===== src/rtl/shift_arbiter_pkg.sv =====
// Shared constants and types for the two-requester shift arbiter.
package shift_arbiter_pkg;

    localparam logic SHIFT_LEFT  = 1'b0;
    localparam logic SHIFT_RIGHT = 1'b1;

    localparam logic ID_REQ0 = 1'b0;
    localparam logic ID_REQ1 = 1'b1;

    typedef enum logic {
        EMPTY = 1'b0,
        FULL  = 1'b1
    } state_t;

    // One pending shift operation as presented by a requester.
    typedef struct packed {
        logic [3:0] a;
        logic       dir;
        logic [1:0] amt;
    } shift_req_t;

endpackage


===== src/rtl/shifter_4bit.sv =====
// 4-bit logical shifter, zero-fill both ways; amount 0 passes A through.
module shifter_4bit
    import shift_arbiter_pkg::*;
(
    input  logic [3:0] A,
    input  logic       dir,
    input  logic [1:0] shift_amt,
    output logic [3:0] out
);

    // Direction select between the two logical shifts.
    always_comb begin
        out = (dir == SHIFT_RIGHT) ? (A >> shift_amt) : (A << shift_amt);
    end

endmodule


===== src/rtl/shift_arbiter.sv =====
// Round-robin arbiter sharing one shifter between two requesters,
// with a single registered output slot (valid/ready handshake).
module shift_arbiter
    import shift_arbiter_pkg::*;
#(
    parameter int CNT_W = 8
) (
    input  logic             clk,
    input  logic             rst_n,
    input  logic             req0_valid,
    output logic             req0_ready,
    input  logic [3:0]       req0_a,
    input  logic             req0_dir,
    input  logic [1:0]       req0_amt,
    input  logic             req1_valid,
    output logic             req1_ready,
    input  logic [3:0]       req1_a,
    input  logic             req1_dir,
    input  logic [1:0]       req1_amt,
    output logic             out_valid,
    input  logic             out_ready,
    output logic [3:0]       out_data,
    output logic             out_id,
    output logic [CNT_W-1:0] gnt_cnt0,
    output logic [CNT_W-1:0] gnt_cnt1
);

    state_t     state_q, state_d;
    logic       last_gnt;
    logic       slot_free;
    logic       grant;
    logic       gnt_id;
    shift_req_t req0, req1, sel;
    logic [3:0] shift_out;

    assign req0 = '{a: req0_a, dir: req0_dir, amt: req0_amt};
    assign req1 = '{a: req1_a, dir: req1_dir, amt: req1_amt};

    // Grant decision; rst_n gating keeps both readies low during reset.
    always_comb begin
        slot_free = (state_q == EMPTY) || out_ready;
        grant     = rst_n && slot_free && (req0_valid || req1_valid);
        if (req0_valid && req1_valid) gnt_id = ~last_gnt;
        else                          gnt_id = req1_valid ? ID_REQ1 : ID_REQ0;
        req0_ready = grant && (gnt_id == ID_REQ0);
        req1_ready = grant && (gnt_id == ID_REQ1);
        sel        = (gnt_id == ID_REQ1) ? req1 : req0;
    end

    shifter_4bit u_shifter (
        .A         (sel.a),
        .dir       (sel.dir),
        .shift_amt (sel.amt),
        .out       (shift_out)
    );

    // Slot FSM: a grant always (re)fills; drain with no grant empties.
    always_comb begin
        state_d = state_q;
        if (grant)          state_d = FULL;
        else if (out_ready) state_d = EMPTY;
    end

    // State register.
    always_ff @(posedge clk or negedge rst_n) begin
        if (!rst_n) state_q <= EMPTY;
        else        state_q <= state_d;
    end

    assign out_valid = (state_q == FULL);

    // Result slot and round-robin pointer, loaded only on a grant.
    always_ff @(posedge clk or negedge rst_n) begin
        if (!rst_n) begin
            out_data <= '0;
            out_id   <= ID_REQ0;
            last_gnt <= ID_REQ1;
        end else if (grant) begin
            out_data <= shift_out;
            out_id   <= gnt_id;
            last_gnt <= gnt_id;
        end
    end

    // Saturating per-requester grant counters.
    always_ff @(posedge clk or negedge rst_n) begin
        if (!rst_n) begin
            gnt_cnt0 <= '0;
            gnt_cnt1 <= '0;
        end else begin
            if (req0_ready && gnt_cnt0 != '1) gnt_cnt0 <= gnt_cnt0 + 1'b1;
            if (req1_ready && gnt_cnt1 != '1) gnt_cnt1 <= gnt_cnt1 + 1'b1;
        end
    end

endmodule


===== config.mk =====
export PLATFORM = sky130hd
export DESIGN_NAME = shift_arbiter
export DESIGN_NICKNAME = d
export VERILOG_FILES = /design/src/rtl/shift_arbiter_pkg.sv /design/src/rtl/shifter_4bit.sv /design/src/rtl/shift_arbiter.sv
export SDC_FILE = /design/constraint.sdc
export NUM_CORES = 1
export LEC_CHECK = 0
export BUFFER_PORTS_ARGS = -buffer_cell sky130_fd_sc_hd__buf_4
export CAP_MARGIN = 20
export CORE_ASPECT_RATIO = 0.75
export CORE_MARGIN = 1.5
export CORE_UTILIZATION = 44
export DETAILED_ROUTE_END_ITERATION = 10
export PLACE_DENSITY = 0.75
export SYNTH_ARGS = -nofsm -noshare
export SYNTH_HDL_FRONTEND = slang
export SYNTH_SLANG_ARGS = --single-unit

===== constraint.sdc =====
create_clock -name clk -period 2.1 [get_ports clk]
set_input_delay 0.42 -clock clk [delete_from_list [all_inputs] [get_ports clk]]
set_output_delay 0.42 -clock clk [all_outputs]
set_load 0.01 [all_outputs]

-- After elaboration in Yosys (flattened, before gate mapping)
Index checks and enable logic that the tools add are counted.
- register bits: 23
- input bits: 19
- output and inout port bits: 24
- word-level logic and storage cells: 31
- add/sub/neg operators: 2
- equality and inequality tests: 2
- shift operators: 2
- muxes and demuxes: 6
- bitwise gates (word level): 3
- reduce and logical (&&, ||, !) cells: 10
- operators with widths (kind ; count):
    8-bit by 1-bit adder with 8-bit output (second input constant) ; 2
    8-bit != test (second input constant) ; 2
    1-bit logical AND ; 7
    7-bit two-way mux ; 1
    1-bit two-way mux ; 4
    4-bit two-way mux ; 1
    4-bit by 2-bit << shifter with 4-bit output ; 1
    4-bit by 2-bit >> shifter with 4-bit output ; 1
    1-bit inverter ; 3
    1-bit logical OR ; 2
    2-bit nonzero test ; 1

-- Depth between registers and ports, before layout
Gate-level depths: netlist of run 1.
- word-level depth: 6
- gate-level depth with buffers: 5
- gate-level depth less buffers: 4

-- By module
From an unflattened synthesis of run 1, not the netlist that was laid out.
- cells, all modules: 131
- area, all modules: 1370.1 um2
- modules (own cells, without submodules) (module ; times used ; cells each ; area each (um2) ; sequential area each (um2)):
    shift_arbiter ; 1 ; 108 ; 1196.1 ; 576.8
    shifter_4bit ; 1 ; 23 ; 173.9 ; 0.0

-- Worst setup path before layout of run 1
Ideal clock, no wire load.
- path kind: reg-to-reg
- from: register gnt_cnt0[3]
- to: register gnt_cnt0[1]
- library setup time: 125 ps
- arrival time: 1535 ps
- data required time: 1975 ps
- setup slack: 440 ps
- stages on the path, launching flop included: 6
- path buffers: 1
- clock period less this slack: 1660 ps
- cells stage by stage: dfrtp_1 -> and3_1 -> and3_1 -> buf_6 -> a31oi_1 -> mux2_2
- word-level cells in the longest chain between the ends: 2
- ends and longest elaborated chain (element ; line ; RTL):
    start: declaration ; shift_arbiter.sv:24 ; output logic [CNT_W-1:0] gnt_cnt0,
    start signal: assignment ; shift_arbiter.sv:91 ; if (req0_ready && gnt_cnt0 != '1) gnt_cnt0 <= gnt_cnt0 + 1'b1;
    8-bit != test ; shift_arbiter.sv:91 ;
    1-bit logical AND ; shift_arbiter.sv:91 ;
Every way passes these cells.
A chain may end at the register's enable or synchronous reset.

-- Final worst setup path of run 1
- from: input rst_n
- to: output req0_ready
- word-level cells in the longest chain between the ends: 3
- ends and longest elaborated chain (element ; line ; RTL):
    start: declaration ; shift_arbiter.sv:9 ; input logic rst_n,
    1-bit logical AND (2 in series) ; shift_arbiter.sv:42 ; grant = rst_n && slot_free && (req0_valid || req1_valid);
    1-bit logical AND ; shift_arbiter.sv:45 ; req0_ready = grant && (gnt_id == ID_REQ0);
    end: declaration ; shift_arbiter.sv:11 ; output logic req0_ready,
Every way passes these cells.

==> out/qor.yml, run 1 <==
setup_path:
  cp.required_ps: 1680
  r2r.worst_path.cells: 4
  crit_type: "primary input to output pin"
  worstSetupStartpointType: "primary input"
  cpMaxStageDelayCell: "dlygate4sd3_1"
  r2r_setup_slack_ps: 330
  cp_num_cells: 5
  cp_common_cell: "buf_4"
  crit_buf_inv: 4
  slowest_delay_ps: 520
  crit_path_cell_trace: "dlygate4sd3_1, buf_4, o2111ai_4, inv_1, buf_4"
  path_delay_family: "buffers and inverters"
  cp-end-kind: "output pin"
  crit_arrival_ps: 1580
  cp_max_fo: 9
clocking:
  cts_sinks: 23
  path_clk_slew_ps: 80
  cts-root-buf: "clkbuf_8"
  worstSkewPairLatency_ps: 250
  htree_levels: 1
  cts_buffers: 3
  post_cts_resized: 0
  cts_tree: "yes"
  clockBufferDepth: 2
placed_design:
  routabilityCongestion: 0.860
  dp_hpwl_mm: 2.60
  post_dp_cell_area_sq_mm: 0.00183
  dp_slack_ps: 233
  portBuffers: 42
sta:
  finalCriticalPeriod_ps: 2000
  rsz0062_at_grt: "false"
  slew_headroom_pct: 74.4
  setup_viol: 0
  setup_ws_ps: 97.4
  setup_tns_ps: 0
  skew_ps: 0.568
  worst_slew_pin_slew_ps: 378
  finalHoldViolCount: 0
  drv_slew: 0
  clock.fmax_ghz: 0.499
  period_share_pct: 95.4
routing:
  first_pass_iters: 4
  wirelength_mm: 3.17
  drc: 0
  ant_nets: 0
  wl_per_cell_um: 13.9
  drtIter0Drc: 54
  vias: 1251
  vias_per_cell: 5.49
global_route:
  grt_pass1_vias: 1120
  antenna_found_initial: 0
  grt_use_total_pct: 17.0
  grt_overflow_total: 0
  grt_first_pass_wirelength_mm: 5.03
  grt_max_degree: 22
cells_and_area:
  drive_gt1_share_pct: 33.0
  nets: 210
  final_area_sq_mm: 0.00189
  final_util_pct: 57.8
  fill_cells: 293
  synthToLayoutAreaGrowth_pct: 27.2
  antenna_cells: 0
logic_synthesis:
  async_reset_ff_share_pct: 100
  yosysMostFrequentCell: "dfrtp_1"
  ys_types: 41
  ys_ff_latch: 23
  ys_seq_area_share_pct: 38.9
  syn-cell-area_sq_mm: 0.00148
  synth_edf_count: 0
  avgSynthCellArea_sq_um: 10.2
  syn_nets: 166
  synth_top_area_share_pct: 37.1
  yosys-top-cells-area: "dfrtp_1 37%, xor2_1 6.5%, mux2i_1 4.0%"
  synthTopCellsByCount: "22 x dfrtp_1, 14 x nand2_1, 11 x xor2_1, 10 x nor2_1, 8 x inv_1"
  synth_top_cell_by_area: "dfrtp_1"
  yosys_warnings: 0
  synthCells: 145
  synthFlopType: "dfrtp_1"
floorplan:
  rows: 18
  dieArea_sq_mm: 0.00373
  die_h_um: 53.3
  core-area_sq_mm: 0.00327
  start_util_pct: 45.4
  die_w_um: 70.1
  io_pins: 43
pwr:
  total_leakage_power_nw: 0.863
  switching_share_pct: 37.8
  p_seq_share_pct: 43.5
  p_per_area_mw_per_mm2: 889
  p_int_mw: 1.04
  p_total_mw: 1.68
  p_comb_share_pct: 40.7
  p_sw_mw: 0.634
  clkPwrFrac_pct: 15.8
  peakVddDrop_mv: 0.338
run:
  maxCapViolCount: 0
worst_hold_path:
  hp-class: "flop to flop"
  hold_path_depth: 2
run_status:
  status: "finished, final reports clean"
metrics by stage:
stage,hold WS (ps),instances
after floorplan,124,145
after global routing,512,228
after CTS,485,228
final,478,228
after global placement,241,223
after detailed placement,244,223
cell families (layout without fill, tap and decap cells):
logic type | Yosys count | in the layout | synth area share (%)
AND/OR/NAND/NOR | 49 | 49 | 17.9
flip-flops | 23 | 23 | 38.9
multiplexers | 11 | 11 | 7.84
AO/OA/AOI/OAI | 33 | 33 | 21.8
XOR/XNOR | 13 | 13 | 7.67
buffers and inverters | 14 | 57 | 4.30
adder cells (fa/ha/maj) | 2 | 2 | 1.69
state kept, by name (all words and copies together) (netlist names):
signal,flops
out_valid,1
out_data,4
last_gnt,1
out_id,1
gnt_cnt0,8
gnt_cnt1,8
worst paths after layout:
check,endpoint,startpoint
setup / recovery,req0_ready,rst_n
hold / removal,out_id,out_id
setup reg to reg,gnt_cnt0[1],gnt_cnt0[3]
hold reg to reg,out_id,out_id
max in group asynchronous,last_gnt,rst_n
min in group asynchronous,out_data[0],rst_n
cell type report:
cell class	count	area (sq um)	share of cell area, %
clock inverters	1	5.00	0.265
multi-input cells	108	843	44.7
well taps	40	50.0	2.65
inverters	8	30.0	1.59
clock buffers	3	41.3	2.19
repair buffers	45	340	18.0
flip-flops and latches	23	577	30.6
per-layer routing:
layer  track usage [%]  share of wire [%]  wire [um]
met1              22.7                 48       1520
met4              3.85                1.2         39
met5                 0                  0          0
met3              3.05                4.3        135
met2              29.2                 46       1470
cell usage in the layout (no fill, tap or decap), types with 2 or more instances in the layout:
cell type / count
a2111oi_2: 2
a2111oi_4: 2
a211oi_1: 6
a21oi_1: 4
a311oi_1: 3
a31oi_1: 2
and3_1: 2
buf_4: 44
clkbuf_8: 3
dfrtp_1: 22
ha_1: 2
inv_1: 8
mux2_2: 5
mux2i_1: 6
nand2_1: 14
nand2b_1: 4
nand3_1: 5
nand4_1: 2
nor2_1: 10
nor2b_1: 2
nor3_1: 2
nor3b_1: 2
o211ai_1: 2
o21ai_0: 2
o31ai_1: 4
xnor2_1: 2
xor2_1: 11
worst reg2reg max path, cell delays in order (launching register included):
cell	delay [ps]
dfrtp_1	450
and3_1	220
and3_1	310
a31oi_1	300
mux2_2	380
power groups by stage:
stage          Combinational, mW  Clock (mW)  Sequential (mW)
2_1_floorplan              0.318           0            0.768
3_3_place_gp               0.664           0            0.722
6_report                   0.682       0.266            0.729
5_1_grt                    0.750       0.293            0.754
4_1_cts                    0.689       0.269            0.729
3_5_place_dp               0.687           0            0.737
what timing repair did:
| action | 4_1_cts | 5_1_grt |
|---|---|---|
| hold buffers | 1 | 0 |
| hold endpoints to repair | 2 | 0 |
| buffers inserted | 0 | 0 |
| setup endpoints to repair | 0 | 1 |
Power figures use the tool's default switching activity.
==> run 2: changes to the inputs <==
Settings changed: CORE_UTILIZATION 44 to 50, PLACE_DENSITY 0.75 to 0.77.
==> run 2 against run 1 <==
Effect of this change: die area fell by 11%; largest power group unchanged; global-route usage rose by 4.6 points; register-to-register slack barely moved; critical endpoint unchanged; wire length barely moved; critical path depth fell by 1; highest routed layer unchanged; largest cell class unchanged; sequential share of layout area barely moved.
==> out/qor.yml, run 2 (same netlist as run 1, synthesis figures left out) <==
sta:
  finalHoldViolCount: 0  # unchanged
  finalCriticalPeriod_ps: 1860  # was 2000 ps
  clock.fmax_ghz: 0.537  # was 0.499 GHz
  worst_slew_pin_slew_ps: 418  # was 378 ps
  setup_tns_ps: 0  # unchanged
  slew_headroom_pct: 72.1  # was 74.4%
  drv_slew: 0  # unchanged
  setup_viol: 0  # unchanged
  skew_ps: 1.97  # was 0.568 ps
  rsz0062_at_grt: "false"  # unchanged
  period_share_pct: 88.6  # was 95.4%
routing:
  vias_per_cell: 5.58  # was 5.49
  wirelength_mm: 3.17  # about the same
  vias: 1251  # unchanged
  route.met3.wl_um: 179  # was 135 um
  ant_nets: 0  # unchanged
  routed.top_layer: "met4"  # unchanged
  route.met2.wl_mm: 1.46  # was 1.47 mm
  drtIter0Drc: 76  # was 54
  drc: 0  # unchanged
  first_pass_iters: 4  # unchanged
  wl_per_cell_um: 14.1  # was 13.9 um
  drt-met1-wl_mm: 1.52  # about the same
cells_and_area:
  multi_input_comb_area_sq_um: 843  # unchanged
  regArea_sq_um: 577  # unchanged
  final_area_sq_mm: 0.00188  # was 0.00189 sq mm
  fill_cells: 241  # was 293
  antenna_cells: 0  # unchanged
  final_common_cell: "buf_4"  # unchanged
  synthToLayoutAreaGrowth_pct: 27.0  # was 27.2%
  nets: 210  # unchanged
  stdcell_count: 224  # was 228
  drive_gt1_share_pct: 33.0  # unchanged
  top_regs: "gnt_cnt0 (8), gnt_cnt1 (8), out_data (4)"  # unchanged
  final_cell_mix: "44 x buf_4, 22 x dfrtp_1, 14 x nand2_1"  # unchanged
  final_util_pct: 69.2  # was 57.8%
global_route:
  grt_max_degree: 18  # was 22
  grt_first_pass_wirelength_mm: 5.46  # was 5.03 mm
  grt_use_total_pct: 21.6  # was 17.0%
  grt_pass1_vias: 1151  # was 1120
  grt_overflow_total: 0  # unchanged
  antenna_found_initial: 0  # unchanged
clocking:
  post_cts_resized: 0  # unchanged
  cts_buffers: 3  # unchanged
  cts-root-buf: "clkbuf_8"  # unchanged
  htree_levels: 1  # unchanged
  ctsHoldBuffers: 1  # unchanged
  postCtsSetupRepairBufs: 0  # unchanged
  path_clk_slew_ps: 80  # about the same
  cts_sinks: 23  # unchanged
  clockBufferDepth: 2  # unchanged
  worstSkewPairLatency_ps: 260  # was 250 ps
  cts_tree: "yes"  # unchanged
worst_hold_path:
  hp-class: "primary input to asynchronous set/reset pin"  # was flop to flop
placed_design:
  portBuffers: 42  # unchanged
  routabilityCongestion: 0.781  # was 0.860
  dp_hpwl_mm: 2.50  # was 2.60 mm
  post_dp_cell_area_sq_mm: 0.00183  # about the same
  numPlacedInstances: 219  # was 223
floorplan:
  core-area_sq_mm: 0.00272  # was 0.00327 sq mm
  die_h_um: 50.2  # was 53.3 um
  die_w_um: 65.9  # was 70.1 um
  rows: 16  # was 18
  start_util_pct: 54.5  # was 45.4%
  io_pins: 43  # unchanged
  dieArea_sq_mm: 0.00331  # was 0.00373 sq mm
pwr:
  total_leakage_power_nw: 0.859  # was 0.863 nW
  peakVddDrop_mv: 0.602  # was 0.338 mV
  p_per_area_mw_per_mm2: 890  # was 889 mW/mm^2
setup_path:
  crit_type: "flop to output pin"  # was primary input to output pin
  cp-end-kind: "output pin"  # unchanged
  cp.required_ps: 1680  # about the same
  cp_max_fo: 9  # unchanged
  crit_arrival_ps: 1440  # was 1580 ps
  worstSetupStartpointType: "flop"  # was primary input
run_status:
  status: "finished, final reports clean"  # unchanged
run:
  maxCapViolCount: 0  # unchanged
run 2: cell count changes in the layout (fill, tap and decap cells not counted), sizes merged:
cell,delta
clkinv,-1
clkinvlp,+1
run 2: where the power goes:
| part | internal, mW | leakage (nW) | switching [mW] | total (mW) |
|---|---|---|---|---|
| Combinational | 0.336 | 0.557 | 0.341 | 0.677 |
| Clock | 0.134 | 0.0217 | 0.141 | 0.275 |
| Sequential | 0.575 | 0.280 | 0.150 | 0.725 |
| Total | 1.04 | 0.859 | 0.632 | 1.68 |
run 2: worst paths after layout:
kind | from | to | slack (ps) | cells after the start
min | rst_n | last_gnt | 140 | 1
min in group clk | gnt_cnt1[7] | gnt_cnt1[7] | 500 | 1
min reg2reg | gnt_cnt1[7] | gnt_cnt1[7] | 500 | 1
max in group asynchronous | rst_n | gnt_cnt0[3] | 1200 | 2
max reg2reg | gnt_cnt0[3] | gnt_cnt0[1] | 330 | 4
max | out_valid | req0_ready | 240 | 4
run 2: layout make-up:
| cell class | instances | area share (%) |
|---|---|---|
| clock buffers | 3 | 2.19 |
| clock inverters | 1 | 0.398 |
| inverters | 8 | 1.59 |
| multi-input cells | 108 | 44.8 |
| flip-flops and latches | 23 | 30.6 |
| well taps | 36 | 2.39 |
| repair buffers | 45 | 18.1 |
run 2: per-layer routing:
layer  vias to the layer above  global-route usage, %
met5                         -                      0
met4                         0                   3.13
met3                         2                   5.38
met2                        34                   34.0
met1                       595                   30.7
li1                        620                      -
run 2: per-stage QoR:
step                      setup slack [ps]  hold WS [ps]  total power, mW
after CTS                              215           134             1.69
after global routing                   129           135             1.80
after global placement                 304           270             1.39
final                                  239           135             1.68
after floorplan                        440           124             1.09
after detailed placement               264           273             1.41
run 2: critical path, cell delays in order (launching register included):
cell,delay [ps]
dfrtp_1,400
nand2b_1,230
o2111ai_4,280
inv_1,140
buf_4,130
